`src/rtl/rf_write_arbiter.sv`:
```
// Register-file write-port arbiter: pipeline write-back has fixed priority over the multi-cycle unit.
// Define RF_ARB_STARVE_EN to enable the wait counter and the Stall_req bubble request.
module rf_write_arbiter #(
   parameter int unsigned STARVE_LIMIT = 4
) (
   input  logic        clk,
   input  logic        Reset,
   input  logic [31:0] WB_PD_in,
   input  logic [4:0]  WB_RD_in,
   input  logic        WB_RF_LE_in,
   input  logic        MC_valid,
   input  logic [4:0]  MC_RD,
   input  logic [31:0] MC_PD,
   output logic        MC_ready,
   output logic [31:0] RF_PW,
   output logic [4:0]  RF_RW,
   output logic        RF_LE,
   output logic        Stall_req
);

   logic        p_eff;
   logic        m_eff;
   logic [31:0] rf_pw_q, rf_pw_d;
   logic [4:0]  rf_rw_q, rf_rw_d;
   logic        rf_le_q, rf_le_d;

   // Writes to R0 are never effective, so they lose arbitration and leave RF_LE low.
   always_comb begin
      p_eff = WB_RF_LE_in && (WB_RD_in != 5'd0);
      m_eff = MC_valid && (MC_RD != 5'd0);
   end

   assign MC_ready = ~p_eff;

   always_comb begin
      rf_pw_d = rf_pw_q;
      rf_rw_d = rf_rw_q;
      rf_le_d = 1'b0;
      if (p_eff) begin
         rf_pw_d = WB_PD_in;
         rf_rw_d = WB_RD_in;
         rf_le_d = 1'b1;
      end else if (m_eff) begin
         rf_pw_d = MC_PD;
         rf_rw_d = MC_RD;
         rf_le_d = 1'b1;
      end
   end

   always_ff @(posedge clk or negedge Reset) begin
      if (!Reset) begin
         rf_pw_q <= 32'd0;
         rf_rw_q <= 5'd0;
         rf_le_q <= 1'b0;
      end else begin
         rf_pw_q <= rf_pw_d;
         rf_rw_q <= rf_rw_d;
         rf_le_q <= rf_le_d;
      end
   end

   assign RF_PW = rf_pw_q;
   assign RF_RW = rf_rw_q;
   assign RF_LE = rf_le_q;

`ifdef RF_ARB_STARVE_EN
   localparam logic [3:0] Limit = 4'(STARVE_LIMIT);

   logic       m_xfer;
   logic [3:0] wait_cnt_q, wait_cnt_d;
   logic       stall_q, stall_d;

   assign m_xfer = MC_valid & MC_ready;

   // Stall is registered alongside the counter so it rises in the cycle the counter hits the limit.
   always_comb begin
      wait_cnt_d = wait_cnt_q;
      if (!MC_valid || m_xfer) begin
         wait_cnt_d = 4'd0;
      end else if (wait_cnt_q < Limit) begin
         wait_cnt_d = wait_cnt_q + 4'd1;
      end
      stall_d = (wait_cnt_d == Limit);
   end

   always_ff @(posedge clk or negedge Reset) begin
      if (!Reset) begin
         wait_cnt_q <= 4'd0;
         stall_q    <= 1'b0;
      end else begin
         wait_cnt_q <= wait_cnt_d;
         stall_q    <= stall_d;
      end
   end

   assign Stall_req = stall_q;
`else
   assign Stall_req = 1'b0;
`endif

endmodule

```
`config.mk`:
```
export PLATFORM = sky130hd
export DESIGN_NAME = rf_write_arbiter
export DESIGN_NICKNAME = d
export VERILOG_FILES = /design/src/rtl/rf_write_arbiter.sv
export SDC_FILE = /design/constraint.sdc
export NUM_CORES = 1
export LEC_CHECK = 0
export ABC_AREA = 0
export BUFFER_PORTS_ARGS = -buffer_cell sky130_fd_sc_hd__buf_4
export CAP_MARGIN = 0
export CORE_ASPECT_RATIO = 2
export CORE_MARGIN = 2
export CORE_UTILIZATION = 40
export DETAILED_ROUTE_END_ITERATION = 12
export PLACE_DENSITY = 0.75
export RECOVER_POWER = 25
export SLEW_MARGIN = 15
export SYNTH_ARGS = -nofsm -noshare
export SYNTH_HDL_FRONTEND = slang
export SYNTH_SLANG_ARGS = --single-unit
```
`constraint.sdc`:
```
create_clock -name clk -period 1.19 [get_ports clk]
set_input_delay 0.119 -clock clk [delete_from_list [all_inputs] [get_ports clk]]
set_output_delay 0.119 -clock clk [all_outputs]
set_load 0.005 [all_outputs]
```
==> impl_results.md, run 1 <==
* Pin slew with the least headroom to its limit at ~0.55 ns
* Routability cong. at 0.805
* RSZ-0062 raised after global routing: yes
* Sequential fraction of the synthesis area at 0.452
* Multi-input logic area at between 0.001 and 0.0015 sq mm
* Post-DRT Antenna Nets at 0
* Commonest non-fill, non-tap cell in the layout: buf_4
* Hpwl dp at between 4 and 5 mm
* TritonCTS Buffers at 5
* Distinct cells, synth at 17
* # diodes at 0
* Worst R2R End: RF_PW[15]$_DFFE_PN0P_
* Clock Path Buffers at 2
* Largest net degree at the start of global routing at 40
* # clock sinks at 38
* Max stage delay on crit path at 0.53 ns
* I/O pin count at 118
* Hold path start: WB_RD_in[4]
* Area grow syn2layout at 58.3%
* Initial antenna violation count at 0
* GRT Overall Usage at 0.233
* Routed WL at 6.86 mm
* Leakage at approximately 1.5 nW
* Worst path arrival time at 1.15 ns
* Final period util at 1.07
* WHS at roughly 0.067 ns
* CTS tree: done
* Worst Path Max Fanout at 4
* Clock transition at path regs at 0.07 ns
* Worst path cell trace: buf_6 > or4_4 > o21ai_4 > buf_12 > buf_6
* Max cap viols at 0
* R2R Setup Slk at 0.14 ns
* Routed vias/inst at 5.58
* First-pass GRT wire length at 11.0 mm
* Critical path class: in -> out
* Worst skew pair latency at 0.29 ns
* Iteration-0 DRC Markers at 78
* Nets at 442
* Fin. Hold Viols at 0
* Core footprint at 0.00509 sq mm
* Violated checks: negative setup slack
* Vias in the first global route at 2,271
* Worst Slack Setup Final at -0.0823 ns
* Worst reg2reg path depth at 3
* Post-Syn Area at 0.00210 sq mm
* Most frequent cells in the layout: buf_4, a31oi_1, dfrtp_1, nor2_1
* CP required at 1.07 ns
* Vias at around 2.4k
* Avg WL per Cell at 16.2 um
* Final Skew at 0 ns
* Count of final setup violators at 33
* Hold Path Stages at 3
* Site Rows at 37
* Fmax at roughly 790 MHz
* FF/Latch Area at roughly 950 sq um
* Clock root buffer master: clkbuf_8
* Chip width at roughly 55 um
* Fin cells at 423
* Die Area at 0.00589 sq mm
* # fillers at 433
* Share of cells above drive strength 1 at 0.416
* Synth Net Count at 324
* Crit start category: input pin
* Port Buf Inserts at between 100 and 150
* Hold path endpoint: RF_RW[4]$_DFFE_PN0P_
* RR Startpoint: RF_PW[15]$_DFFE_PN0P_
* DRC at 0
* Status: finished with violations
* Crit-path leading delay family: simple AND/OR/NAND/NOR gates
* DIE HEIGHT at 107 um
* Mapped Cells at roughly 250
* Inst Count DP at 410
* Hold WC Path Type: in -> reg
* Post-Syn Area per Cell at between 8 and 9 sq um
* Minimum clock period at 1.27 ns
* Crit-path slowest cell: or4_4
* Max H-tree Level at 2
* Initial Utilization at 0.413
* Rel. slew slack at 0.636
* GRT overflow at 0
* Slew Limit Fails at 0
* Final Total Pwr at 3.55 mW
* CP endpoint kind: output pin
* Synth Register Bits at 38
* Buf+Inv Stages, Crit Path at 3
* Cell mode on critical path: buf_6
* Yosys warns at 0
* VDD IR-drop max at slightly above 0.7 mV
* PwrDens at 1070 mW/mm^2
* 1st-pass router iterations at 4
[per-layer routing]
metal	routed length [um]	GRT usage
met3	368	0.0377
met4	226	0.118
met2	3730	0.406
met5	0	0
met1	2530	0.269
[worst max path at each step]
stage                     cells after the start  slack, ns   startpoint                    end
after floorplan                               5      -0.12  WB_RD_in[1]  RF_PW[19]$_DFFE_PN0P_
after global placement                        6      -0.31  WB_RD_in[1]  RF_PW[12]$_DFFE_PN0P_
after detailed placement                      6      -0.36  WB_RD_in[1]   RF_PW[0]$_DFFE_PN0P_
after CTS                                     5      -0.09  WB_RD_in[2]               MC_ready
after global routing                          7      -0.11  WB_RD_in[2]   RF_PW[0]$_DFFE_PN0P_
final                                         5      -0.08  WB_RD_in[2]               MC_ready
[cell families after synthesis]
kind of cell    count (synthesis)  share of synthesized area
other cells                     1                    0.00178
compound gates                 76                      0.231
buf+inv                        25                     0.0642
flops                          38                      0.452
simple gates                  106                      0.251
[per-stage QoR]
stage	worst slack (ns)	utilization	setup TNS (ns)	area, sq um
floorplan	-0.124	-	-4.43	2130
global placement	-0.312	0.608	-10.83	3100
detailed placement	-0.358	0.608	-11.86	3100
CTS	-0.0851	0.659	-1.25	3350
global route	-0.106	0.654	-2.30	3330
finish	-0.0823	0.654	-1.31	3330
[worst min-delay path: cells and delay by family]
kind,cells,cell delay [ns]
simple gates,1,0.03
compound gates,1,0.10
buf+inv,1,0.07
[synth_stat cells (all sizes together)]
| master | n | area [sq um] |
|---|---|---|
| nand3 | 32 | 160 |
| a21bo | 1 | 10.0 |
| buf | 9 | 75.1 |
| o21ai | 1 | 8.76 |
| nand2 | 2 | 7.51 |
| conb | 1 | 3.75 |
| clkbuf | 16 | 60.1 |
| nor2 | 38 | 143 |
| dfrtp | 38 | 951 |
| nor3 | 1 | 10.0 |
| a21oi | 5 | 28.8 |
| a22oi | 5 | 37.5 |
| or4 | 1 | 7.51 |
| a31oi | 64 | 400 |
| nor2b | 32 | 200 |
[layout make-up]
class	instances	share of cell area
sequential	38	0.286
clock buffer	8	0.0331
multi-input combinational	183	0.318
tap	58	0.0218
timing repair buffer	136	0.342
[timing repair]
action,CTS,global route
resized for setup,10,1
buffers inserted,3,0
gates cloned,2,0
pin swaps,3,0
hold endpoints to repair,38,0
setup endpoints to repair,22,36
hold buffers,1,0
[flip-flops by register name, summed over array words and instances (netlist names)]
| signal | count |
|---|---|
| RF_PW | 32 |
| RF_RW | 5 |
| RF_LE | 1 |
[power by group]
group | leakage (nW) | internal [mW] | switching, mW
Combinational | 1.03 | 0.573 | 0.408
Clock | 0.0575 | 0.585 | 0.467
Sequential | 0.433 | 1.42 | 0.0954
Power figures use the tool's default switching activity.
==> run 2: changes to the inputs <==
Settings changed: SKIP_LAST_GASP from default to 1.
==> run 2 against run 1 <==
  * The run still ends with negative setup slack left
  * Die area unchanged
  * Combinational power is essentially flat
  * Critical path depth stayed put
  * Worst setup slack is essentially flat
  * Sequential power is essentially flat
  * Sequential cell count unchanged
  * Clock power is essentially flat
  * First-iteration DRC count is 3.8% higher
  * Clock-buffer cell count is the same
  * Core utilization did not move
==> impl_results.md, run 2 (synthesized netlist as in run 1, its figures left out) <==
* RSZ-0062 raised after global routing: yes
* Vias at 2,365 (+0.21%)
* Clock transition at path regs at 0.07 ns (about the same)
* Count of final setup violators at 33 (unchanged)
* Nets at 442 (unchanged)
* NetSw at 967 uW (-0.43%)
* Worst Path Max Fanout at 4 (unchanged)
* GRT Overall Usage at 0.233 (+0.000252)
* Commonest non-fill, non-tap cell in the layout: buf_4
* Core footprint at 0.00509 sq mm (unchanged)
* Worst Slack Setup Final at -0.0820 ns (+0.000338 ns)
* Worst skew pair latency at 0.29 ns (about the same)
* Initial antenna violation count at 0 (unchanged)
* Max H-tree Level at 2 (unchanged)
* Worst path cell trace: buf_6 > or4_4 > o21ai_4 > buf_12 > buf_6
* Final period util at 1.07 (about the same)
* Pre-CTS WS at -0.358 ns (unchanged)
* Avg WL per Cell at 16.2 um (about the same)
* Fmax at 786 MHz (about the same)
* Worst Setup EP: MC_ready
* Iteration-0 DRC Markers at 81 (+3.8%)
* TritonCTS Buffers at 5 (unchanged)
* FF/Latch Area at 951 sq um (unchanged)
* PwrDens at 1070 mW/mm^2 (-0.12%)
* Pin slew with the least headroom to its limit at 0.546 ns (+0.000307 ns)
* Port Buf Inserts at 116 (unchanged)
* Crit-path slowest cell: or4_4
* Rel. slew slack at 0.636 (about the same)
* Internal power at 2.58 mW (about the same)
* Hpwl dp at 4.72 mm (unchanged)
* CP Launch Point: WB_RD_in[2]
* CP endpoint kind: output pin
* First-pass GRT wire length at 11.0 mm (+0.12%)
* I/O pin count at 118 (unchanged)
* R2R Setup Slk at 0.14 ns (about the same)
* Multi-input logic area at 0.00106 sq mm (unchanged)
* Crit start category: input pin
* # diodes at 0 (unchanged)
* Cell mode on critical path: buf_6
* Chip width at 55.3 um (unchanged)
* CP required at 1.07 ns (about the same)
* Max stage delay on crit path at 0.53 ns (about the same)
* Initial Utilization at 0.413 (unchanged)
* Final Total Pwr at 3.55 mW (-0.12%)
* # clock sinks at 38 (unchanged)
* Worst R2R End: RF_PW[15]$_DFFE_PN0P_
* Violated checks: negative setup slack
* Switching Share at 0.273 (-0.000865)
* GRT overflow at 0 (unchanged)
* Routability cong. at 0.805 (unchanged)
* Fin area at 0.00333 sq mm (unchanged)
* Minimum clock period at 1.27 ns (-0.000338 ns)
* # fillers at 433 (unchanged)
* Area grow syn2layout at 58.3% (unchanged)
* Clock root buffer master: clkbuf_8
* VDD IR-drop max at 0.723 mV (-0.59%)
* Routed WL at 6.85 mm (about the same)
* DRC at 0 (unchanged)
* Critical path class: in -> out
* Site Rows at 37 (unchanged)
* Share of cells above drive strength 1 at 0.416 (unchanged)
* Post-DRT Antenna Nets at 0 (unchanged)
* Largest net degree at the start of global routing at 40 (unchanged)
* 1st-pass router iterations at 4 (unchanged)
* Final Skew at 0 ns (unchanged)
* Max cap viols at 0 (unchanged)
* Routed vias/inst at 5.59 (+0.21%)
* Sequential group share of total power at 0.428 (about the same)
* Combinational power share at 0.277 (about the same)
* Fin. Hold Viols at 0 (unchanged)
* Clock Path Buffers at 2 (unchanged)
* Worst path arrival time at 1.15 ns (about the same)
* Largest register FFs at 32 (unchanged)
* Die Area at 0.00589 sq mm (unchanged)
* DP Area at 0.00310 sq mm (unchanged)
* RR Startpoint: RF_PW[15]$_DFFE_PN0P_
* Slew Limit Fails at 0 (unchanged)
* Hold WC Path Type: in -> reg
* Worst reg2reg path depth at 3 (unchanged)
* CTS tree: done
* DIE HEIGHT at 107 um (unchanged)
* Status: finished with violations
* Vias in the first global route at 2,273 (+0.088%)
* Clock share of power at 0.296 (about the same)
* Leakage at 1.52 nW (unchanged)
* Most frequent cells in the layout: buf_4, a31oi_1, dfrtp_1, nor2_1
## run 2: cell counts in the layout (fill, tap and decap cells not counted)
No cell type changed its count.
## run 2: through the flow
| step | util | cells | setup TNS, ns | hold slack (ns) |
|---|---|---|---|---|
| finish | 0.654 | 423 | -1.30 | 0.0671 |
| global route | 0.654 | 423 | -2.30 | 0.0876 |
| CTS | 0.658 | 424 | -1.39 | 0.0782 |
| detailed placement | 0.608 | 410 | -11.86 | 0.118 |
| global placement | 0.608 | 410 | -10.83 | 0.122 |
| floorplan | - | 246 | -4.43 | -0.177 |
## run 2: layout make-up
| cell class | count | area share |
|---|---|---|
| Clock buffer | 8 | 0.0331 |
| Timing Repair Buffer | 136 | 0.342 |
| Tap cell | 58 | 0.0218 |
| Sequential cell | 38 | 0.286 |
| Multi-Input combinational cell | 183 | 0.318 |
## run 2: metal layers
layer	vias to the layer above	wire [um]	track usage
met5	-	0	0
met4	0	226	0.118
met3	19	405	0.0377
met2	104	3720	0.406
met1	1110	2500	0.270
li1	1132	-	-
## run 2: power groups by stage
stage | Combinational, mW | Sequential, mW | Clock (mW)
after detailed placement | 0.921 | 1.54 | 0
after floorplan | 0.382 | 1.54 | 0
after CTS | 0.994 | 1.51 | 1.07
final | 0.981 | 1.52 | 1.05
after global placement | 0.905 | 1.53 | 0
after global routing | 1.06 | 1.53 | 1.16
## run 2: how the worst min path moves through the flow
stage                       startpoint                    end  slack, ns  depth (start not counted)
after floorplan                  Reset        RF_LE$_DFF_PN0_      -0.18                          0
after global placement           Reset        RF_LE$_DFF_PN0_       0.12                          1
after detailed placement         Reset   RF_RW[3]$_DFFE_PN0P_       0.12                          1
after CTS                  WB_RD_in[4]   RF_RW[4]$_DFFE_PN0P_       0.08                          3
after global routing      WB_PD_in[20]  RF_PW[20]$_DFFE_PN0P_       0.09                          3
final                      WB_RD_in[4]   RF_RW[4]$_DFFE_PN0P_       0.07                          3
## run 2: worst max-delay path, delay by kind of cell
| family | cells | cell delay (ns) |
|---|---|---|
| AOI/OAI and AO/OA | 1 | 0.18 |
| buffers and inverters | 3 | 0.32 |
| and+or+nand+nor | 1 | 0.53 |
## run 2: timing repair
item	in CTS	in global routing
gates resized for setup	9	2
hold buffers	1	0
setup endpoints to repair	22	36
gates cloned	2	0
pin swaps	3	0
hold endpoints to repair	38	0
setup buffers	3	0
==> run 3: changes to the inputs <==
Settings changed: PLACE_DENSITY 0.75 to 0.76.
==> run 3 against run 2 <==
  * The run still ends with negative setup slack left
  * Register-to-register slack better by 0.11 ns
  * Non-clock buffer count is 5 higher
  * Largest power group unchanged
  * Via count up 3.2%
==> impl_results.md, run 3 (synthesized netlist as in run 1, its figures left out) <==
* RR Startpoint: RF_PW[9]$_DFFE_PN0P_
* GRT overflow at 0 (unchanged)
* GRT met2 Usage at 0.406 (unchanged)
* Post-DRT Antenna Nets at 0 (unchanged)
* Pin slew with the least headroom to its limit at 0.545 ns (-0.000859 ns)
* Clock transition at path regs at 0.08 ns (about the same)
* Max cap viols at 0 (unchanged)
* Buf+Inv Stages, Crit Path at 3 (unchanged)
* CP required at 1.07 ns (about the same)
* Hpwl dp at 4.67 mm (-0.98%)
* Layer carrying the most global-route usage: met2
* CP endpoint kind: output pin
* # fillers at 434 (+0.23%)
* Share of cells above drive strength 1 at 0.454 (+0.0376)
* Worst Path Max Fanout at 3 (-1)
* Commonest non-fill, non-tap cell in the layout: buf_4
* Pre-CTS WS at -0.396 ns (-0.0380 ns)
* Nets at 447 (+1.1%)
* Final period util at 1.11 (+0.0441)
* Largest net degree at the start of global routing at 39 (-2.5%)
* DIE HEIGHT at 107 um (unchanged)
* TritonCTS Buffers at 5 (unchanged)
* DRC at 0 (unchanged)
* Iteration-0 DRC Markers at 113 (+40%)
* Status: finished with violations
* Largest register FFs at 32 (unchanged)
* Final Skew at 0 ns (unchanged)
* Initial Utilization at 0.413 (unchanged)
* Core footprint at 0.00509 sq mm (unchanged)
* Clock Path Buffers at 2 (unchanged)
* Worst skew pair latency at 0.28 ns (about the same)
* Hold path start: WB_RD_in[4]
* Fmax at 755 MHz (-4.0%)
* Die Area at 0.00589 sq mm (unchanged)
* Final Total Pwr at 3.92 mW (+11%)
* Crit start category: input pin
* Violated checks: negative setup slack
* GRT met1 Usage at 0.271 (+0.00113)
* R2R Setup Slk at 0.25 ns (+0.11 ns)
* Vias at 2,441 (+3.2%)
* Slew Limit Fails at 0 (unchanged)
* Hold WC Path Type: in -> reg
* # clock sinks at 38 (unchanged)
* Avg WL per Cell at 17.0 um (+4.9%)
* Cell mode on critical path: buf_6
* Max stage delay on crit path at 0.54 ns (about the same)
* Leakage at 1.58 nW (+3.9%)
* Worst path cell trace: buf_6 > or4_4 > o21ai_4 > buf_12 > buf_6
* Critical path class: in -> out
* Worst Slack Setup Final at -0.134 ns (-0.0525 ns)
* Count of final setup violators at 39 (+18%)
* CTS tree: done
* Site Rows at 37 (unchanged)
* Routability cong. at 0.841 (+4.4%)
* Rel. slew slack at 0.637 (about the same)
* GRT Overall Usage at 0.232 (-0.000874)
* Clock root buffer master: clkbuf_8
* Most frequent cells in the layout: buf_4, a31oi_1, dfrtp_1, nand3_1, nor2b_1
* Worst path arrival time at 1.21 ns (+0.06 ns)
* Minimum clock period at 1.32 ns (+0.0525 ns)
* Chip width at 55.3 um (unchanged)
* Vias in the first global route at 2,284 (+0.48%)
* Fin. Hold Viols at 0 (unchanged)
* CP Launch Point: WB_RD_in[1]
* RSZ-0062 raised after global routing: yes
* First-pass GRT wire length at 10.9 mm (-0.37%)
* # diodes at 0 (unchanged)
* Crit-path slowest cell: or4_4
* VDD IR-drop max at 0.958 mV (+33%)
* 1st-pass router iterations at 4 (unchanged)
* Area grow syn2layout at 66.6%
* Initial antenna violation count at 0 (unchanged)
* Max H-tree Level at 2 (unchanged)
* Routed WL at 7.27 mm (+6.1%)
* Port Buf Inserts at 116 (unchanged)
* I/O pin count at 118 (unchanged)
* Crit-path leading delay family: simple AND/OR/NAND/NOR gates
* Routed vias/inst at 5.70 (+2.0%)
* PwrDens at 1120 mW/mm^2 (+5.2%)
* M3 GR Usage at 0.0316 (-0.00608)
run 3: cell count changes in the layout (fill, tap and decap cells not counted), moves of 3 or more:
| cell | previous run | this run |
|---|---|---|
| buf_16 | 0 | 3 |
| buf_6 | 4 | 7 |
| nor2_2 | 3 | 7 |
| nor2_4 | 0 | 6 |
| nor2_1 | 35 | 25 |
run 3: area by class of cell:
| class | count | area, sq um | area share |
|---|---|---|---|
| flip-flops and latches | 38 | 951 | 0.271 |
| multi-input cells | 183 | 1100 | 0.315 |
| well taps | 58 | 72.6 | 0.0207 |
| repair buffers | 141 | 1230 | 0.352 |
| clock buffers | 6 | 82.6 | 0.0236 |
| clock inverters | 2 | 60.1 | 0.0171 |
run 3: per-layer routing:
| layer | routed length [um] | up-vias |
|---|---|---|
| met5 | 0 | - |
| met4 | 184 | 0 |
| met3 | 439 | 12 |
| met2 | 4110 | 118 |
| met1 | 2540 | 1167 |
| li1 | - | 1144 |
run 3: power by group:
group / total (mW) / internal (mW) / switching [mW]
Sequential: 1.52 / 1.42 / 0.0989
Combinational: 1.05 / 0.609 / 0.440
Clock: 1.36 / 0.895 / 0.462
Total: 3.92 / 2.92 / 1.00
run 3: final timing paths:
| check | end | cells past startpoint |
|---|---|---|
| setup / recovery | MC_ready | 5 |
| hold / removal | RF_RW[4]$_DFFE_PN0P_ | 3 |
| setup reg to reg | RF_PW[9]$_DFFE_PN0P_ | 3 |
| hold reg to reg | RF_RW[3]$_DFFE_PN0P_ | 2 |
| max in group asynchronous | RF_PW[18]$_DFFE_PN0P_ | 2 |
| min in group asynchronous | RF_PW[3]$_DFFE_PN0P_ | 2 |
run 3: per-stage QoR:
step | hold WS [ns] | cell area, sq um | util | TNS, ns | cells
3_3_place_gp | 0.121 | 3090 | 0.607 | -11.12 | 409
2_1_floorplan | -0.177 | 2130 | - | -4.43 | 246
4_1_cts | 0.0698 | 3390 | 0.666 | -1.74 | 426
5_1_grt | 0.0901 | 3500 | 0.688 | -4.45 | 428
3_5_place_dp | 0.117 | 3090 | 0.607 | -12.65 | 409
6_report | 0.0766 | 3500 | 0.688 | -3.31 | 428
run 3: repair_timing:
| item | 4_1_cts | 5_1_grt |
|---|---|---|
| endpoints found under the setup margin | 27 | 39 |
| pin swaps | 2 | 2 |
| buffers inserted | 5 | 0 |
| hold buffers | 1 | 0 |
| gates cloned | 3 | 2 |
| endpoints found under the hold margin | 38 | 0 |
| gates resized for setup | 13 | 16 |
run 3: worst reg2reg max path, stage by stage (launching register included):
cell and delay, ns:
dfrtp_1 0.40, nor2b_1 0.14, a31oi_1 0.18, a31oi_1 0.11
